## config.mk

```make
export PLATFORM = sky130hd
export DESIGN_NAME = alu_op_sequencer
export DESIGN_NICKNAME = d
export VERILOG_FILES = /design/src/rtl/alu_op_sequencer.sv
export SDC_FILE = /design/constraint.sdc
export NUM_CORES = 1
export LEC_CHECK = 0
export CORE_MARGIN = 2
export CORE_UTILIZATION = 53
export DETAILED_ROUTE_END_ITERATION = 16
export HOLD_SLACK_MARGIN = 0.05
export PLACE_DENSITY = 0.83
export SYNTH_ARGS = -nofsm -noshare
export SYNTH_HDL_FRONTEND = slang
export SYNTH_SLANG_ARGS = --single-unit
```

## constraint.sdc

```tcl
create_clock -name clk -period 4.65 [get_ports clk]
set_clock_uncertainty 0.1 [all_clocks]
set_input_delay 0.465 -clock clk [delete_from_list [all_inputs] [get_ports clk]]
set_output_delay 0.465 -clock clk [all_outputs]
set_load 0.01 [all_outputs]
```

## src/rtl/alu_op_sequencer.sv

```systemverilog
// alu_op_sequencer: command-side driver for an external combinational 4-bit ALU.
// It accepts one command at a time and reads its operands from a small register file.
// It drives registered operands to the ALU, captures the ALU result, writes it back to
// the register file and returns a response over a valid/ready handshake.
//
// state  | meaning
// S_IDLE | ready for a command; operands and opcode latched on acceptance
// S_EXEC | ALU settling; result captured and written back at the end of this cycle
// S_RESP | response held until the consumer takes it
module alu_op_sequencer #(
  parameter int WIDTH = 4,
  parameter int NREGS = 4,
  parameter int RAW   = 2
) (
  input  logic             clk,
  input  logic             rst_n,
  input  logic             cmd_valid,
  output logic             cmd_ready,
  input  logic [2:0]       cmd_op,
  input  logic             cmd_load,
  input  logic             cmd_use_imm,
  input  logic [RAW-1:0]   cmd_rd,
  input  logic [RAW-1:0]   cmd_rs1,
  input  logic [RAW-1:0]   cmd_rs2,
  input  logic [WIDTH-1:0] cmd_imm,
  output logic [WIDTH-1:0] alu_a,
  output logic [WIDTH-1:0] alu_b,
  output logic [2:0]       alu_op,
  input  logic [WIDTH-1:0] alu_result,
  input  logic             alu_slt,
  input  logic             alu_zero,
  output logic             rsp_valid,
  input  logic             rsp_ready,
  output logic [WIDTH-1:0] rsp_result,
  output logic             rsp_slt,
  output logic             rsp_zero,
  output logic             rsp_err,
  output logic             busy
);

  typedef enum logic [1:0] {
    S_IDLE = 2'd0,
    S_EXEC = 2'd1,
    S_RESP = 2'd2
  } state_t;

  state_t           r_state;
  logic [WIDTH-1:0] r_regs [NREGS];
  logic [WIDTH-1:0] r_alu_a;
  logic [WIDTH-1:0] r_alu_b;
  logic [2:0]       r_alu_op;
  logic [RAW-1:0]   r_rd;
  logic             r_load;
  logic [WIDTH-1:0] r_imm;
  logic             r_rsp_valid;
  logic [WIDTH-1:0] r_rsp_result;
  logic             r_rsp_slt;
  logic             r_rsp_zero;
  logic             r_rsp_err;
  logic             w_illegal;

  // Opcodes 110 and 111 have no ALU meaning; r_alu_op always holds the latest non-load opcode
  assign w_illegal = (r_alu_op[2:1] == 2'b11);

  // Sequencer FSM, register file, ALU operand registers and response registers
  always_ff @(posedge clk or negedge rst_n) begin
    if (!rst_n) begin
      r_state      <= S_IDLE;
      for (int i = 0; i < NREGS; i++) r_regs[i] <= '0;
      r_alu_a      <= '0;
      r_alu_b      <= '0;
      r_alu_op     <= 3'b000;
      r_rd         <= '0;
      r_load       <= 1'b0;
      r_imm        <= '0;
      r_rsp_valid  <= 1'b0;
      r_rsp_result <= '0;
      r_rsp_slt    <= 1'b0;
      r_rsp_zero   <= 1'b0;
      r_rsp_err    <= 1'b0;
    end else begin
      case (r_state)
        S_IDLE: begin
          if (cmd_valid) begin
            r_rd   <= cmd_rd;
            r_load <= cmd_load;
            r_imm  <= cmd_imm;
            // A load bypasses the ALU, so the ALU operands keep their previous values
            if (!cmd_load) begin
              r_alu_a  <= r_regs[cmd_rs1];
              r_alu_b  <= cmd_use_imm ? cmd_imm : r_regs[cmd_rs2];
              r_alu_op <= cmd_op;
            end
            r_state <= S_EXEC;
          end
        end
        S_EXEC: begin
          if (r_load) begin
            r_regs[r_rd] <= r_imm;
            r_rsp_result <= r_imm;
            r_rsp_slt    <= 1'b0;
            r_rsp_zero   <= (r_imm == '0);
            r_rsp_err    <= 1'b0;
          end else if (w_illegal) begin
            r_rsp_result <= '0;
            r_rsp_slt    <= 1'b0;
            r_rsp_zero   <= 1'b0;
            r_rsp_err    <= 1'b1;
          end else begin
            r_regs[r_rd] <= alu_result;
            r_rsp_result <= alu_result;
            r_rsp_slt    <= alu_slt;
            r_rsp_zero   <= alu_zero;
            r_rsp_err    <= 1'b0;
          end
          r_rsp_valid <= 1'b1;
          r_state     <= S_RESP;
        end
        S_RESP: begin
          if (rsp_ready) begin
            r_rsp_valid <= 1'b0;
            r_state     <= S_IDLE;
          end
        end
        default: begin
          r_rsp_valid <= 1'b0;
          r_state     <= S_IDLE;
        end
      endcase
    end
  end

  assign cmd_ready  = (r_state == S_IDLE);
  assign busy       = (r_state != S_IDLE);
  assign alu_a      = r_alu_a;
  assign alu_b      = r_alu_b;
  assign alu_op     = r_alu_op;
  assign rsp_valid  = r_rsp_valid;
  assign rsp_result = r_rsp_result;
  assign rsp_slt    = r_rsp_slt;
  assign rsp_zero   = r_rsp_zero;
  assign rsp_err    = r_rsp_err;

endmodule

```

Word level (Yosys, flattened, before mapping)
Index checks and enable logic that the tools add are counted.
{"block": "totals", "reg_bits": 44, "latchBits": 0, "ramBits": 0, "rom_bits": 0, "input_bits": 25, "out_inout_bits": 21, "word_cells": 66, "n_memories": 0}
{"block": "classes", "n_addsub": 0, "n_mul": 0, "div": 0, "magnitude_cmp": 4, "eq_ne": 6, "shifts": 0, "n_mux": 26, "bitwise_logic": 5, "reduce_logical": 9}
{"operator": "16-bit bitwise mux", "n": 2}
{"operator": "16-bit two-way mux", "n": 2}
{"operator": "4-bit two-way mux", "n": 8}
{"operator": "4-bit binary-select mux with 2-bit select", "n": 2}
{"operator": "3-bit >= comparator (second input constant)", "n": 3}
{"operator": "2-bit inverter with 3-bit output", "n": 3}
{"operator": "4-bit demux with 2-bit select", "n": 1}
{"operator": "2-bit AND reduction", "n": 4}
{"operator": "1-bit two-way mux", "n": 7}
{"operator": "2-bit inequality test (second input constant)", "n": 3}
{"operator": "2-bit one-hot mux with 3 select lines", "n": 1}
{"operator": "2-bit == test (second input constant)", "n": 2}
{"operator": "4-bit logical NOT", "n": 1}
{"operator": "2-bit two-way mux", "n": 2}
{"operator": "3-bit by 1-bit < comparator with 1-bit output (second input constant)", "n": 1}
{"operator": "1-bit one-hot mux with 3 select lines", "n": 1}
{"operator": "3-bit AND reduction", "n": 1}
{"operator": "2-bit by 1-bit == test with 1-bit output (second input constant)", "n": 1}
{"operator": "2-bit logical NOT", "n": 1}
{"operator": "1-bit inverter", "n": 2}
{"operator": "2-bit nonzero test", "n": 1}
{"operator": "1-bit logical AND", "n": 1}

Logic depth before layout (Yosys ltp)
{"block": "logic_depth", "word_depth": 8, "mapped_depth": 6, "ltp_nobuf": 3}

Worst setup path after synthesis
No wires, ideal clock.
{"block": "synth_timing", "path_type": "register to register", "startpoint": "register r_state[0]", "endpoint": "register r_alu_a[3] (netlist: alu_a[3])", "setup_time_ps": 125, "t_arrival_ps": 1621, "required_ps": 4425, "slack_ps": 2804, "path_stages_with_launch": 5, "n_path_buf": 2, "synth_period_minus_slack_ps": 1846, "path_cell_list": "dfrtp_1 buf_4 nor4b_2 buf_4 mux2_2"}
{"block": "synth_between", "elab_chain_len": 2}
{"element": "start, declared", "line": "47", "rtl": "state_t r_state;"}
{"element": "start signal, assigned", "line": "68", "rtl": "r_state <= S_IDLE;"}
{"element": "start signal, assigned", "line": "94", "rtl": "r_state <= S_EXEC;"}
{"element": "start signal, assigned", "line": "117", "rtl": "r_state <= S_RESP;"}
{"element": "2-bit logical NOT", "line": "82", "rtl": "case (r_state)"}
{"element": "3-bit AND reduction (no line)"}
{"element": "end signal, assigned", "line": "90", "rtl": "r_alu_a <= r_regs[cmd_rs1];"}
{"element": "end, declared", "line": "49", "rtl": "logic [WIDTH-1:0] r_alu_a;"}
Every way passes these cells.
A chain may end at the register's enable or synchronous reset.

Worst setup path after layout
{"block": "layout_timing", "startpoint": "register r_state[0]", "endpoint": "output cmd_ready"}
{"block": "layout_between", "elab_chain_len": 1}
{"element": "2-bit logical NOT", "line": "133", "rtl": "assign cmd_ready = (r_state == S_IDLE);"}
{"element": "end, declared", "line": "18", "rtl": "output logic cmd_ready,"}
Every way passes these cells.

==> impl_metrics.py <==
metrics = {
    "routing": {
        "first_iter_violations": 56,
        "finalWirelength_um": 4125,
        "wire_per_inst_um": 17.19,
        "drt_drc_violations_left": 0,
        "drt-vias-per-instance": 5.575,
        "dr.pass1.iters": 4,
        "via_count": 1338,
        "drtAntennaViolNets": 0,
    },
    "sta": {
        "finalHoldViolations": 0,
        "finalCritPeriodShare": 0.4436,
        "rsz0062_at_grt": "false",
        "final-setup-viol-count": 0,
        "worst_pin_slew_ns": 0.9452,
        "maxSlewViolCount": 0,
        "slew_headroom": 0.3698,
        "layout_min_cycle_time_ns": 2.063,
        "fmax_mhz": 484.8,
        "finalSetupTns_ns": 0,
    },
    "clocking": {
        "numCtsBuffers": 5,
        "h-tree-depth": 2,
        "cts.sinks": 44,
        "clock_latency_ns": 0.30,
        "post-cts-setup-buffers": 0,
        "clk_pin_slew_worst_paths_ns": 0.09,
        "cts_tree": "yes",
        "ctsLongestPathBuffers": 2,
        "cts_resized": 0,
        "cts-hold-fix-buffers": 0,
        "clockRootBuffer": "clkbuf_8",
    },
    "yosys": {
        "netlist_area_um2": 2047,
        "syn_avg_cell_area_um2": 14.12,
        "synth_nets": 170,
        "yosys_warnings": 0,
        "synth-seq-area-share": 0.5379,
        "synth.distinct_cells": 25,
        "syn_inst": 145,
        "synth_seq_cells": 44,
    },
    "setup_path": {
        "crit_buf_inv": 1,
        "cp_slowest_cell": "clkdlybuf4s50_1",
        "cp-end-kind": "primary output",
        "startpoint_type": "flop",
        "worstReg2RegStart": "r_load",
        "critPathCapture": "cmd_ready",
        "slowest_delay_ns": 0.55,
        "critPathLaunch": "r_state[0]",
        "crit_type": "flop to primary output",
        "cp_max_fo": 7,
        "crit_cells": 2,
        "reg2reg_depth": 3,
        "arrival_ns": 1.50,
        "cpLargestDelayFamily": "buffers and inverters",
        "cp.required_ns": 4.09,
        "crit_chain": "nor2_1 -> clkdlybuf4s50_1",
        "r2r-end": "r_regs[2]",
        "r2r_setup_slack_ns": 2.65,
    },
    "placement": {
        "dp_cells": 232,
        "dpl.hpwl_um": 3126,
        "gp_congestion": 0.8242,
        "place.port_buffers": 45,
        "place_area_um2": 2511,
    },
    "final_layout": {
        "drive_gt1_frac": 0.2917,
        "fill_cells": 275,
        "final_cell_mix": "dfrtp_1, clkdlybuf4s50_1, mux2_2",
        "stdcell_count": 240,
        "antenna-diode-count": 0,
        "final_net_count": 216,
        "final_area_um2": 2605,
        "synthToLayoutAreaGrowth_pct": 27.26,
        "final_util": 0.7062,
    },
    "grt": {
        "grt_pass1_vias": 1392,
        "grt_use_total": 0.2165,
        "grt_max_degree": 45,
        "antenna_found_initial": 0,
        "grt_pass1_wl_um": 6934,
        "grt-ovfl-total": 0,
    },
    "power": {
        "p_sw_frac": 0.3287,
        "internal-power_mw": 1.143,
        "power.switching_mw": 0.5597,
        "pwr-share-seq": 0.430,
        "ir_worst_vdd_mv": 0.2803,
        "pwr-share-clk": 0.146,
        "p_leak_nw": 1.085,
        "powerDensity_nw_per_um2": 653.7,
        "finalPower_mw": 1.703,
        "combPwrFrac": 0.424,
    },
    "die": {
        "coreArea_um2": 3689,
        "die_w_um": 66.15,
        "io_pins": 46,
        "die_h_um": 66.15,
        "initial_utilization": 0.5550,
        "die_area_um2": 4375,
        "rows": 22,
    },
    "run_status": {
        "status": "complete, no violations",
    },
    "job": {
        "cap_violations": 0,
    },
    "worst_hold_path": {
        "hp-class": "input port to async pin",
    },
}
-- cell type report --
| cell class | count | area, um^2 | share of cell area |
|---|---|---|---|
| Timing Repair Buffer | 46 | 452.9 | 0.1739 |
| Clock inverter | 1 | 7.507 | 0.002882 |
| Sequential cell | 44 | 1101 | 0.4227 |
| Inverter | 1 | 3.754 | 0.001441 |
| Tap cell | 48 | 60.06 | 0.02305 |
| Multi-Input combinational cell | 93 | 893.4 | 0.3429 |
| Clock buffer | 7 | 86.33 | 0.03314 |
-- per-layer routing --
layer / wire length (um) / vias up / track usage
li1: - / 619 / -
met1: 1682 / 670 / 0.2694
met2: 2169 / 43 / 0.3713
met3: 221 / 6 / 0.05792
met4: 51 / 0 / 0.06122
met5: 0 / - / 0
-- registers in the layout, summed over array words and instances, names as in the netlist --
register    flops
r_regs         16
alu_a           4
alu_b           4
r_imm           4
rsp_result      4
alu_op          3
r_rd            2
r_state         2
r_load          1
rsp_err         1
rsp_slt         1
rsp_valid       1
rsp_zero        1
-- worst min path at each step --
stage,start,to,slack [ns],cells past startpoint
2_1_floorplan,rst_n,alu_a[0],0.07,0
3_3_place_gp,rsp_zero,rsp_zero,0.36,2
3_5_place_dp,rsp_result[1],rsp_result[1],0.38,2
4_1_cts,rst_n,rsp_result[3],0.24,1
5_1_grt,rst_n,rsp_result[3],0.28,1
6_report,rst_n,rsp_result[3],0.20,1
-- Yosys cell counts, drive strengths merged --
cell type / instances / share of area
dfrtp: 44 / 0.54
mux2: 33 / 0.19
nand2: 12 / 0.022
mux4: 8 / 0.088
nor2: 8 / 0.015
o21ai: 8 / 0.020
a21oi: 5 / 0.012
buf: 5 / 0.020
a22oi: 4 / 0.015
mux2i: 4 / 0.020
clkbuf: 2 / 0.0037
nor4b: 2 / 0.015
and3b: 1 / 0.0043
inv: 1 / 0.0018
nand2b: 1 / 0.0067
nand3b: 1 / 0.0037
nor3: 1 / 0.0024
nor3b: 1 / 0.0061
nor4: 1 / 0.0031
o21a: 1 / 0.0037
or4: 1 / 0.0055
or4b: 1 / 0.0067
-- kinds of logic after synthesis --
family | synth area share
muxes | 0.2965
DFF | 0.5379
and+or+nand+nor | 0.08985
AOI/OAI and AO/OA | 0.05012
buffers and inverters | 0.02567
-- power by group through the flow --
stage	clock network, mW	registers [mW]	logic [mW]
final	0.248	0.732	0.722
after global routing	0.276	0.764	0.784
after global placement	0	0.723	0.702
after CTS	0.253	0.733	0.732
after detailed placement	0	0.738	0.730
after floorplan	0	0.724	0.432
-- stage by stage --
step,setup WS [ns],hold slack [ns]
2_1_floorplan,2.804,0.06941
3_3_place_gp,2.499,0.3611
3_5_place_dp,2.444,0.3770
4_1_cts,2.582,0.2427
5_1_grt,2.482,0.2783
6_report,2.587,0.2030
(Power assumes the default switching activity.)
==> patch 1, RTL diff (config.mk and constraints unchanged) <==
Put one more register stage on the output `rsp_err`, with the module's reset. The value now appears one clock later. The other outputs are not delayed to match.
--- a/src/rtl/alu_op_sequencer.sv
+++ b/src/rtl/alu_op_sequencer.sv
@@ -139,7 +139,13 @@
   assign rsp_result = r_rsp_result;
   assign rsp_slt    = r_rsp_slt;
   assign rsp_zero   = r_rsp_zero;
-  assign rsp_err    = r_rsp_err;
+  always_ff @(posedge clk or negedge rst_n) begin
+    if (!rst_n) begin
+      rsp_err <= '0;
+    end else begin
+      rsp_err <= r_rsp_err;
+    end
+  end
 
 endmodule
 
Behaviour: not the same (a bounded check fails within 4 cycles, from zero or initial values and one cycle with rst_n low).
==> patch 1 against the original RTL <==
- cell area up 0.53%
- worst setup slack got worse by 0.022 ns
- die area grew 1.2%
- register-to-register slack lost 0.08 ns
- synthesized cell count is 0.69% higher
- sequential cell count rose by 1
- power rose by 0.43%
- via count rose by 0.52%
- sequential power up 3%
- routed wire length up 6.6%
- synthesized area rose by 1.2%
==> patch 1: results (changes against the original RTL) <==
Area contributors post-synth=dfrtp_1 54%, mux2_2 16%, mux4_2 8.7%; Cells after DPL=233 (+0.43%); share of layout cells above drive strength 1=29.0% (-0.15 points); Power Sequential=0.752 mW (+3%); All-Layer GR Usage=22.9% (+1.2 points); vias in the first global route=1464 (+5.2%); global-route wire length before repair=7.24 mm (+4.4%); Synth Area in Compound Gates=4.95% (-0.061 points); syn_area_per_cell=14.2 sq um (+0.53%); Leakage Power=1.10 nW (+1.3%); placed wire-length estimate=3.42 mm (+9.4%); Worst Path Arrival=2.16 ns (+0.66 ns); drt via density=5.58 (+0.11%); largest net degree at the start of global routing=46 (+2.2%); CP Max Fanout=12 (+5); CP peak stage delay=0.58 ns (+0.03 ns); Worst path top cell family by delay=simple AND/OR/NAND/NOR gates; sequential cell area fraction in the yosys report=54.3% (+0.56 points); Synthesized Nets=171 (+0.59%); status=complete, no violations; fill cell count=266 (-3.3%); combinational-cell power consumption=0.730 mW (+1%); DR WL/cell=18.3 um (+6.2%); VDD IR max=0.370 mV (+32%); non-filler cells, final=241 (+0.42%)
patch 1: cell count changes in the layout (fill, tap and decap cells not counted):
cell and delta:
dfrtp_1 +1, clkbuf_8 -1, clkinvlp_4 -1, clkinv_2 +2
patch 1: worst paths after layout:
check	endpoint	slack, ns	cells past startpoint
setup / recovery	r_regs[0]	2.57	3
hold / removal	rsp_result[3]	0.22	1
max in group asynchronous	alu_op[0]	3.63	1
min in group clk	rsp_err	0.29	0
hold reg to reg	rsp_err	0.29	0
setup reg to reg	r_regs[0]	2.57	3
patch 1: per-layer routing:
metal / GRT usage, % / vias up / wire length (um)
met3: 4.05 / 5 / 174
met5: 0 / - / 0
met4: 8.67 / 0 / 59
met1: 26.0 / 677 / 1770
met2: 42.4 / 38 / 2400
li1: - / 625 / -
patch 1: cells by family (layout without fill, tap and decap cells):
| kind of cell | after synthesis | after routing |
|---|---|---|
| DFF | 45 | 45 |
| muxes | 45 | 45 |
| AOI/OAI and AO/OA | 18 | 18 |
| buffers and inverters | 8 | 55 |
| and+or+nand+nor | 30 | 30 |
patch 1: final cells by class:
type | count | area share, %
Clock inverter | 2 | 0.382
Inverter | 1 | 0.143
Tap cell | 48 | 2.29
Clock buffer | 6 | 2.77
Multi-Input combinational cell | 93 | 34.1
Timing Repair Buffer | 46 | 17.3
Sequential cell | 45 | 43.0
patch 1: per-stage QoR:
step / worst slack (ns) / instance area, sq um / hold slack [ns]
after detailed placement: 2.43 / 2540 / 0.268
final: 2.57 / 2620 / 0.218
after floorplan: 2.80 / 2070 / 0.0694
after global placement: 2.50 / 2540 / 0.259
after global routing: 2.47 / 2620 / 0.292
after CTS: 2.58 / 2620 / 0.247
==> patch 2, RTL diff (same settings) <==
Made on the original files. Change the parameter `NREGS` from 4 to 2.
--- a/src/rtl/alu_op_sequencer.sv
+++ b/src/rtl/alu_op_sequencer.sv
@@ -9,7 +9,7 @@
 // S_RESP | response held until the consumer takes it
 module alu_op_sequencer #(
   parameter int WIDTH = 4,
-  parameter int NREGS = 4,
+  parameter int NREGS = 2,
   parameter int RAW   = 2
 ) (
   input  logic             clk,
Formal check against the unedited RTL: not equivalent (Yosys sat finds a counterexample within 4 cycles, from zero or initial values and one cycle with rst_n low).
==> patch 2 against the original RTL <==
- sequential cell count decreased by 8
- synthesized cell count unchanged
- routed wire length decreased by 20%
- fmax decreased by 1.5%
- synthesized area decreased by 21%
- hold slack improved by 0.19 ns
- cell area decreased by 19%
- power decreased by 19%
- worst setup slack got worse by 0.030 ns
- critical endpoint unchanged
- largest power group unchanged
- highest routed layer unchanged
==> patch 2: results (changes against the original RTL) <==
status=complete, no violations; DP Worst Slack=2.55 ns (+0.105 ns); Area contributors post-synth=dfrtp_1 56%, mux2_2 13%, nand2_1 5.8%; # diodes=0 (unchanged); All-Layer GR Usage=21.2% (-0.43 points); share of layout cells above drive strength 1=15.8% (-13 points); Largest register FFs=8 (-8); post-synthesis mux area share=18.2% (-11 points); Hold Path Class=reg2reg; Leakage Power=0.939 nW (-13%); largest net degree at the start of global routing=37 (-18%); Setup Fix Bufs, Post-CTS=0 (unchanged); placed cell areas=2040 sq um (-19%); Post-Route WL=3.32 mm (-20%); placed wire-length estimate=2.54 mm (-19%); Slowest-stage cell, CP=clkdlybuf4s50_1; Vias=1220 (-8.8%); Inserted Clock Buffers=5 (unchanged); VDD IR max=0.339 mV (+21%); synthesis-to-finish area growth=31.5%; clock latency at the later pin of the worst-skew pair=0.33 ns (+0.03 ns); clk root buf=clkbuf_4; Slew HR=49.1% (+12 points); Synth Area in Compound Gates=7.99% (+3.0 points); clock transition at the registers of the reported paths=0.11 ns (+0.02 ns); Cells after DPL=215 (-7.3%); Yosys warnings=0 (unchanged); Synth top cells by count=36 x dfrtp_1, 25 x nand2_1, 18 x mux2_2, 10 x nor2_1, 9 x mux2i_1; fill cell count=213 (-23%); distinct cell type count after synthesis=26 (+4.0%); DRT iter0 DRCs=55 (-1.8%); drt via density=5.47 (-1.9%); global-route wire length before repair=5.40 mm (-22%); sequential cell area fraction in the yosys report=55.9% (+2.1 points); GPL Wtd Cong=0.760 (-7.9%); Mapped Cells=145 (unchanged); PortBufs=43 (-4.4%); Worst Path Arrival=1.53 ns (+0.03 ns); Nets=214 (-0.93%); asr flop ratio synth=100% (unchanged)
-- patch 2: path summary, 6_finish.rpt --
kind	slack (ns)	cells past startpoint	to	start
max in group asynchronous	3.71	2	r_imm[1]	rst_n
max reg2reg	2.96	4	r_regs[2]	r_state[0]
min	0.39	2	alu_op[0]	alu_op[0]
min reg2reg	0.39	2	alu_op[0]	alu_op[0]
min in group asynchronous	0.43	2	r_load	rst_n
max	2.56	2	cmd_ready	r_state[1]
-- patch 2: layer usage --
layer	GRT usage [%]	routed length (um)	vias up
li1	-	-	583
met1	27.6	1450	605
met2	33.3	1710	27
met3	5.02	122	5
met4	10.4	39	0
met5	0	0	-
-- patch 2: report_power, final --
group          total (mW)  switching, mW  internal, mW
clock network       0.214          0.101         0.113
registers           0.582          0.116         0.466
logic               0.576          0.247         0.329
-- patch 2: final cells by class --
class	instances	area share (%)
clock buffers	6	1.95
repair buffers	45	21.0
well taps	33	1.95
multi-input cells	94	29.7
inverters	7	1.24
clock inverters	2	1.65
flip-flops and latches	36	42.5
